**config.mk**
```make
export PLATFORM = sky130hd
export DESIGN_NAME = mc_controller
export DESIGN_NICKNAME = d
export VERILOG_FILES = /design/src/rtl/mips_pkg.sv /design/src/rtl/mc_controller_aludec.sv /design/src/rtl/mc_controller.sv
export SDC_FILE = /design/constraint.sdc
export NUM_CORES = 1
export LEC_CHECK = 0
export CAP_MARGIN = 20
export CORE_MARGIN = 2
export CORE_UTILIZATION = 36
export CTS_BUF_LIST = sky130_fd_sc_hd__clkbuf_8
export CTS_CLUSTER_SIZE = 28
export DETAILED_ROUTE_END_ITERATION = 7
export HOLD_SLACK_MARGIN = 0.1
export PLACE_DENSITY = 0.8
export SLEW_MARGIN = 25
export SYNTH_ARGS = -nofsm -noshare
export SYNTH_HDL_FRONTEND = slang
export SYNTH_SLANG_ARGS = --single-unit
```
**constraint.sdc**
```tcl
create_clock -name clk -period 1.3 [get_ports clk]
set_clock_uncertainty 0.1 [all_clocks]
set_input_delay 0.195 -clock clk [delete_from_list [all_inputs] [get_ports clk]]
set_output_delay 0.195 -clock clk [all_outputs]
set_load 0.1 [all_outputs]
```
**src/rtl/mips_pkg.sv**
```systemverilog
// ============================================================================
// mips_pkg : shared types and encodings for the multi-cycle MIPS control unit
// Revision : 1.0
// ============================================================================
`default_nettype none

package mips_pkg;

  typedef enum logic [3:0] {
    S_FETCH   = 4'd0,
    S_DECODE  = 4'd1,
    S_MEMADR  = 4'd2,
    S_MEMRD   = 4'd3,
    S_MEMWB   = 4'd4,
    S_MEMWR   = 4'd5,
    S_RTYPEEX = 4'd6,
    S_RTYPEWB = 4'd7,
    S_BEQEX   = 4'd8,
    S_BNEEX   = 4'd9,
    S_ADDIEX  = 4'd10,
    S_ANDIEX  = 4'd11,
    S_ORIEX   = 4'd12,
    S_IMMWB   = 4'd13,
    S_JEX     = 4'd14
  } state_t;

  typedef enum logic [2:0] {
    ALUOP_ADD   = 3'd0,
    ALUOP_SUB   = 3'd1,
    ALUOP_FUNCT = 3'd2,
    ALUOP_AND   = 3'd3,
    ALUOP_OR    = 3'd4
  } aluop_t;

  localparam logic [5:0] OP_RTYPE = 6'b000000;
  localparam logic [5:0] OP_LW    = 6'b100011;
  localparam logic [5:0] OP_SW    = 6'b101011;
  localparam logic [5:0] OP_BEQ   = 6'b000100;
  localparam logic [5:0] OP_BNE   = 6'b000101;
  localparam logic [5:0] OP_ADDI  = 6'b001000;
  localparam logic [5:0] OP_ANDI  = 6'b001100;
  localparam logic [5:0] OP_ORI   = 6'b001101;
  localparam logic [5:0] OP_J     = 6'b000010;

  localparam logic [5:0] FUNCT_ADD = 6'b100000;
  localparam logic [5:0] FUNCT_SUB = 6'b100010;
  localparam logic [5:0] FUNCT_AND = 6'b100100;
  localparam logic [5:0] FUNCT_OR  = 6'b100101;
  localparam logic [5:0] FUNCT_SLT = 6'b101010;

  localparam logic [2:0] ALU_ADD = 3'b010;
  localparam logic [2:0] ALU_SUB = 3'b110;
  localparam logic [2:0] ALU_AND = 3'b000;
  localparam logic [2:0] ALU_OR  = 3'b001;
  localparam logic [2:0] ALU_SLT = 3'b111;

  localparam logic [1:0] SRCB_B      = 2'b00;
  localparam logic [1:0] SRCB_FOUR   = 2'b01;
  localparam logic [1:0] SRCB_IMM    = 2'b10;
  localparam logic [1:0] SRCB_BRANCH = 2'b11;

  localparam logic [1:0] PCSRC_ALU    = 2'b00;
  localparam logic [1:0] PCSRC_ALUOUT = 2'b01;
  localparam logic [1:0] PCSRC_JUMP   = 2'b10;

endpackage

`default_nettype wire

```
**src/rtl/mc_controller_aludec.sv**
```systemverilog
// ============================================================================
// aludec : maps the ALU-op class and R-type funct field to an ALU control code
// Revision : 1.0
// ============================================================================
`default_nettype none

module aludec
  import mips_pkg::*;
(
  input  logic [5:0] funct,
  input  logic [2:0] aluop,
  output logic [2:0] alucontrol
);

  always_comb begin
    alucontrol = ALU_ADD;
    case (aluop)
      ALUOP_SUB: alucontrol = ALU_SUB;
      ALUOP_AND: alucontrol = ALU_AND;
      ALUOP_OR:  alucontrol = ALU_OR;
      ALUOP_FUNCT: begin
        case (funct)
          FUNCT_SUB: alucontrol = ALU_SUB;
          FUNCT_AND: alucontrol = ALU_AND;
          FUNCT_OR:  alucontrol = ALU_OR;
          FUNCT_SLT: alucontrol = ALU_SLT;
          default:   alucontrol = ALU_ADD;
        endcase
      end
      default:   alucontrol = ALU_ADD;
    endcase
  end

endmodule

`default_nettype wire

```
**src/rtl/mc_controller.sv**
```systemverilog
// ============================================================================
// mc_controller : Moore FSM sequencing the multi-cycle MIPS shared-memory datapath
// Revision : 1.0
// ============================================================================
`default_nettype none

module mc_controller
  import mips_pkg::*;
(
  input  logic       clk,
  input  logic       reset,
  input  logic [5:0] op,
  input  logic [5:0] funct,
  input  logic       zero,
  output logic       pcen,
  output logic       memwrite,
  output logic       irwrite,
  output logic       regwrite,
  output logic       iord,
  output logic       memtoreg,
  output logic       regdst,
  output logic       alusrca,
  output logic [1:0] alusrcb,
  output logic       zeroext,
  output logic [1:0] pcsrc,
  output logic [2:0] alucontrol,
  output logic [3:0] state_o
);

  state_t     state_q, state_d;
  logic       pcwrite, branch, branch_ne;
  logic [2:0] aluop;

  always_ff @(posedge clk or negedge reset) begin
    if (!reset) state_q <= S_FETCH;
    else        state_q <= state_d;
  end

  always_comb begin
    state_d = S_FETCH;
    case (state_q)
      S_FETCH:  state_d = S_DECODE;
      S_DECODE: begin
        case (op)
          OP_LW, OP_SW: state_d = S_MEMADR;
          OP_RTYPE:     state_d = S_RTYPEEX;
          OP_BEQ:       state_d = S_BEQEX;
          OP_BNE:       state_d = S_BNEEX;
          OP_ADDI:      state_d = S_ADDIEX;
          OP_ANDI:      state_d = S_ANDIEX;
          OP_ORI:       state_d = S_ORIEX;
          OP_J:         state_d = S_JEX;
          default:      state_d = S_FETCH;  // undefined opcode: silent 2-cycle no-op
        endcase
      end
      S_MEMADR:  state_d = (op == OP_SW) ? S_MEMWR : S_MEMRD;
      S_MEMRD:   state_d = S_MEMWB;
      S_RTYPEEX: state_d = S_RTYPEWB;
      S_ADDIEX, S_ANDIEX, S_ORIEX: state_d = S_IMMWB;
      default:   state_d = S_FETCH;
    endcase
  end

  always_comb begin
    pcwrite   = 1'b0;
    branch    = 1'b0;
    branch_ne = 1'b0;
    memwrite  = 1'b0;
    irwrite   = 1'b0;
    regwrite  = 1'b0;
    iord      = 1'b0;
    memtoreg  = 1'b0;
    regdst    = 1'b0;
    alusrca   = 1'b0;
    alusrcb   = SRCB_B;
    zeroext   = 1'b0;
    pcsrc     = PCSRC_ALU;
    aluop     = ALUOP_ADD;
    case (state_q)
      S_FETCH: begin
        irwrite = 1'b1;
        alusrcb = SRCB_FOUR;
        pcwrite = 1'b1;
      end
      S_DECODE:  alusrcb = SRCB_BRANCH;
      S_MEMADR, S_ADDIEX: begin
        alusrca = 1'b1;
        alusrcb = SRCB_IMM;
      end
      S_MEMRD:   iord = 1'b1;
      S_MEMWB: begin
        memtoreg = 1'b1;
        regwrite = 1'b1;
      end
      S_MEMWR: begin
        iord     = 1'b1;
        memwrite = 1'b1;
      end
      S_RTYPEEX: begin
        alusrca = 1'b1;
        aluop   = ALUOP_FUNCT;
      end
      S_RTYPEWB: begin
        regdst   = 1'b1;
        regwrite = 1'b1;
      end
      S_BEQEX, S_BNEEX: begin
        alusrca   = 1'b1;
        aluop     = ALUOP_SUB;
        pcsrc     = PCSRC_ALUOUT;
        branch    = (state_q == S_BEQEX);
        branch_ne = (state_q == S_BNEEX);
      end
      S_ANDIEX, S_ORIEX: begin
        alusrca = 1'b1;
        alusrcb = SRCB_IMM;
        zeroext = 1'b1;
        aluop   = (state_q == S_ANDIEX) ? ALUOP_AND : ALUOP_OR;
      end
      S_IMMWB:   regwrite = 1'b1;
      S_JEX: begin
        pcsrc   = PCSRC_JUMP;
        pcwrite = 1'b1;
      end
      default: ;
    endcase
  end

  assign pcen    = pcwrite | (branch & zero) | (branch_ne & ~zero);
  assign state_o = state_q;

  aludec u_aludec (
    .funct      (funct),
    .aluop      (aluop),
    .alucontrol (alucontrol)
  );

endmodule

`default_nettype wire

```
==> results.yml, run 1 <==
clock_network:
  postCtsSetupRepairBufs: 11
  postCtsHoldBufs: 1
  post_cts.resized_instances: 49
  cts.htree.levels: 1
  tritoncts.num_buffers: 3
  cts_max_path_buffers: 2
  ctsRootBufferMaster: "sky130_fd_sc_hd__clkbuf_8"
  cts.sink_count: 4
floorplanning:
  start_util_pct: 37.7
  placement_rows: 15
  fp.dieH_um: 46.3
  io_pins: 35
  die_x_um: 46.3
yosys:
  share_of_flip_flops_with_an_asynchronous_set_or_reset_pct: 100
  netlist-cell-type-count: 39
  synthesis.area_per_instance_um2: 7.24
  mappedNetlistArea_um2: 644
  synth-warning-count: 0
  mappedNetlistNets: 104
  ys_ff_latch: 4
  gate_count_after_technology_mapping: 89
  yosys_most_used_dff: "sky130_fd_sc_hd__dfrtp_1"
  synth_sequential_area_ratio_pct: 15.5
  synth_enable_flop_cells: 0
placement:
  dp_worst_setup_slack_ns: -0.553
  buffer_ports.inserted: 34
  placer_congestion_estimate: 0.876
  placed_cells_incl_taps: 170
  dp_hpwl_um: 2420
run_status:
  firstError: "[ERROR DPL-0038] Utilization greater than 100%, impossible to legalize"
  run_status: "stopped before the end"
  outcome.stop_stage: "4_1_cts"
cells in the mapped netlist (3+ instances only):
cell type                  n  area (um2)
sky130_fd_sc_hd__nor2_1    9        33.8
sky130_fd_sc_hd__nor2b_1   7        43.8
sky130_fd_sc_hd__buf_2     6        30.0
sky130_fd_sc_hd__nand2b_1  6        37.5
sky130_fd_sc_hd__a21oi_1   5        25.0
sky130_fd_sc_hd__nand2_1   5        18.8
sky130_fd_sc_hd__nor3_1    5        25.0
sky130_fd_sc_hd__dfrtp_1   4         100
sky130_fd_sc_hd__and4b_1   3        30.0
sky130_fd_sc_hd__inv_1     3        11.3
logic make-up after synthesis:
family,after synthesis,share of synthesized area (%)
simple gates,44,40.2
compound gates,26,30.9
buf+inv,11,7.57
flops,4,15.5
xor+xnor,2,2.72
mux,2,3.11
per-stage QoR:
| step | hold WS [ns] | cell area (um2) | util [%] |
|---|---|---|---|
| global placement | 0.299 | 1580 | 92.7 |
| detailed placement | 0.313 | 1580 | 92.7 |
| floorplan | -0.201 | 873 | - |
==> run 2, diff against run 1 <==
CORE_AREA = 2 2 63 65   (was not set)
CORE_MARGIN = not set   (was 2)
CORE_UTILIZATION = not set   (was 36)
CTS_BUF_LIST = not set   (was sky130_fd_sc_hd__clkbuf_8)
CTS_CLUSTER_SIZE = not set   (was 28)
DIE_AREA = 0 0 65 67   (was not set)
HOLD_SLACK_MARGIN = not set   (was 0.1)
PLACE_DENSITY = not set   (was 0.8)
PLACE_DENSITY_LB_ADDON = 0.15   (was not set)
clock period = 1.7 ns   (was 1.3 ns; I/O delays follow)
==> run 2 against run 1 <==
  * The flow now finishes, with violations (negative setup slack)
  * Synthesized cell count stayed put
  * Synthesized area stayed put
==> results.yml, run 2 <==
run_status:
  run_status: "finished with violations"
  violations_in_the_final_reports: "negative setup slack"
timing:
  worst_slew_margin_relative_to_its_limit_pct: 76.5
  grt_setup_unrepaired: "true"
  maximum_clock_frequency_mhz: 483
  setup_violations: 17
  min_period_over_period_pct: 122
  finalHoldViolCount: 0
  tightestPinTransition_ns: 0.351
  totalNegativeSetupSlack_ns: -2.63
  final.setup.worst_slack_ns: -0.371
  post-route-min-period_ns: 2.07
  slew_violations: 0
placement:
  placer_congestion_estimate: 0.725
  detailed_place.area_um2: 1600
  dp_hpwl_um: 1960
  buffer_ports.inserted: 34
  dp_worst_setup_slack_ns: -0.279
critical_path:
  worst_setup_path_start_kind: "flip-flop"
  crit-reg2reg-capture: "state_o[3]"
  slowest_library_cell_on_the_worst_path: "sky130_fd_sc_hd__or4b_4"
  worst-path-buf-inv: 1
  worst_path_dominant_cell_family: "simple AND/OR/NAND/NOR gates"
  critical_path_class: "reg -> out"
  reg2reg_slack_ns: -0.06
  timing.critical_path.cells: "nand2b_4, or4b_4, o22ai_4, buf_12"
  critical_path.endpoint_type: "primary output"
  crit-reg2reg-launch: "state_o[0]"
  worst_ep_required_time_ns: 1.34
  crit_path_max_incr_delay_ns: 0.55
  reg2reg_depth: 7
  worstPathArrival_ns: 1.72
  cp_max_fo: 2
drt:
  drt_first_iter_violations: 17
  routed-wl-met2_um: 1610
  route.layer.met1.wl_um: 1110
  route.vias.total: 1021
  drt-pass1-iter-count: 4
  drc_errors: 0
  route.final.wire_length_um: 2900
  avgViaCountPerCell: 4.75
  wl_per_cell_um: 13.5
  route.antenna.remaining_nets: 0
  detailroute.wirelength.met3_um: 141
  routed.top_layer: "met4"
finish:
  layout-area-overhead-vs-synth_pct: 224
  final.fill_count: 306
  layout.core_utilization_pct: 57.9
  ff_latch_area_um2: 115
  largest_reg_flops: 4
  layout_commonest_cell: "sky130_fd_sc_hd__buf_4"
  drive_above_1_share_pct: 71.3
  multi_input_area_um2: 847
  layout.nets: 184
  most-common-layout-cells: "sky130_fd_sc_hd__buf_4, sky130_fd_sc_hd__buf_12, sky130_fd_sc_hd__clkdlybuf4s50_1"
  number_of_diodes_added_for_antenna_fixing: 0
  finalInstanceArea_um2: 2090
power_and_ir_drop:
  seq_power_share_pct: 4.5
  cellPowerDensity_nw_per_um2: 2010
  p_clk_share_pct: 4.8
  share_comb_of_total_power_pct: 90.8
  netSwitchingFraction_pct: 52.0
  cellLeakagePower_nw: 0.835
  fin_total_pwr_mw: 4.20
  vdd_drop_max_uv: 606
  power_switching_mw: 2.18
  power_report.internal_total_mw: 2.02
yosys:
  synth_enable_flop_cells: 0
  yosys_most_used_dff: "sky130_fd_sc_hd__dfrtp_1"
  share_of_flip_flops_with_an_asynchronous_set_or_reset_pct: 100
  mappedNetlistArea_um2: 644
  synth-warning-count: 0
  synth_sequential_area_ratio_pct: 15.5
  synth.largest_area_cell: "sky130_fd_sc_hd__dfrtp_1"
  synth.top_cell.area_share_pct: 15.5
  netlist-cell-type-count: 39
  synthesis.area_per_instance_um2: 7.24
  ys_top_cells_by_count: "sky130_fd_sc_hd__nor2_1, sky130_fd_sc_hd__nor2b_1, sky130_fd_sc_hd__buf_2, sky130_fd_sc_hd__nand2b_1"
  yosysMostFrequentCell: "sky130_fd_sc_hd__nor2_1"
  mappedNetlistNets: 104
  ys_ff_latch: 4
  gate_count_after_technology_mapping: 89
  synth.area.top_cells: "sky130_fd_sc_hd__dfrtp_1, sky130_fd_sc_hd__nor2b_1, sky130_fd_sc_hd__nand2b_1, sky130_fd_sc_hd__nor2_1, sky130_fd_sc_hd__and4b_1"
clock_network:
  ctsRootBufferMaster: "sky130_fd_sc_hd__clkbuf_8"
  clock_latency_ns: 0.22
  tritoncts.num_buffers: 3
  cts.sink_count: 4
  cts_max_path_buffers: 2
  cts.htree.levels: 1
  clkTransAtPathRegs_ns: 0.03
  tritoncts_clock_tree: "built"
  postCtsHoldBufs: 0
global_route:
  globalRoute.totalOverflow: 0
  first_global_vias: 1055
  antenna_violations_before_repair: 0
  track_usage_pct: 14.2
  grt_pass1_wl_um: 4840
  maximum_number_of_pins_on_one_net_before_global_route_repair: 11
floorplanning:
  io_pins: 35
  fp.dieH_um: 67
  design.core.area_um2: 3610
  start_util_pct: 17.9
  die_x_um: 65
  fp.dieArea_um2: 4360
  placement_rows: 22
min_path:
  worst_hold_path_type: "in -> async"
job:
  cap_violations: 0
## run 2: cells by family (layout without fill, tap and decap cells)
family,Yosys count,count (layout),share of synthesized area [%]
xor+xnor,2,2,2.72
mux,2,2,3.11
buf+inv,11,89,7.57
simple gates,44,44,40.2
flops,4,4,15.5
compound gates,26,26,30.9
## run 2: final cells by class
class,count,share of cell area (%)
Inverter,3,0.539
Tap cell,48,2.87
Sequential cell,4,5.51
Timing Repair Buffer,83,48.6
Multi-Input combinational cell,74,40.5
Clock buffer,3,1.98
## run 2: through the flow
stage	cells	hold WS, ns
final	215	0.140
after detailed placement	193	0.373
after CTS	212	0.141
after floorplan	89	-0.141
after global placement	193	0.365
after global routing	215	0.150
## run 2: power groups by stage
stage | logic (mW) | registers (mW) | clock network [mW]
global placement | 2.95 | 0.175 | 0
detailed placement | 2.95 | 0.176 | 0
global route | 3.97 | 0.193 | 0.210
floorplan | 1.74 | 0.405 | 0
finish | 3.81 | 0.188 | 0.200
CTS | 3.59 | 0.190 | 0.206
## run 2: worst reg2reg max path: stages, from the launching register on
cell and delay [ns]:
sky130_fd_sc_hd__dfrtp_4 0.46, sky130_fd_sc_hd__buf_4 0.15, sky130_fd_sc_hd__buf_12 0.13, sky130_fd_sc_hd__buf_12 0.14, sky130_fd_sc_hd__buf_4 0.14, sky130_fd_sc_hd__and3b_1 0.25
sky130_fd_sc_hd__a211oi_4 0.06, sky130_fd_sc_hd__a221oi_2 0.22
## run 2: worst max path at each step
stage	slack, ns	cells past startpoint	start	to
after floorplan	-0.69	3	state_o[3]	irwrite
after global placement	-0.25	4	funct[4]	alucontrol[0]
after detailed placement	-0.28	5	funct[2]	alucontrol[1]
after CTS	-0.40	4	state_o[3]	alucontrol[0]
after global routing	-0.40	4	state_o[0]	alucontrol[0]
final	-0.37	4	state_o[0]	alucontrol[0]
## run 2: repair_timing
item                                    in CTS  in global routing
setup buffers                               17                  6
hold endpoints to repair                     0                  0
resized for setup                           51                 21
pin swaps                                   13                  9
endpoints found under the setup margin      15                 17
## run 2: metal layers
metal / global-route usage, % / up-vias
li1: - / 493
met5: 0 / -
met2: 27.6 / 30
met3: 2.87 / 5
met1: 15.5 / 493
met4: 3.46 / 0
Note: power is estimated with default switching activity, not from simulation.
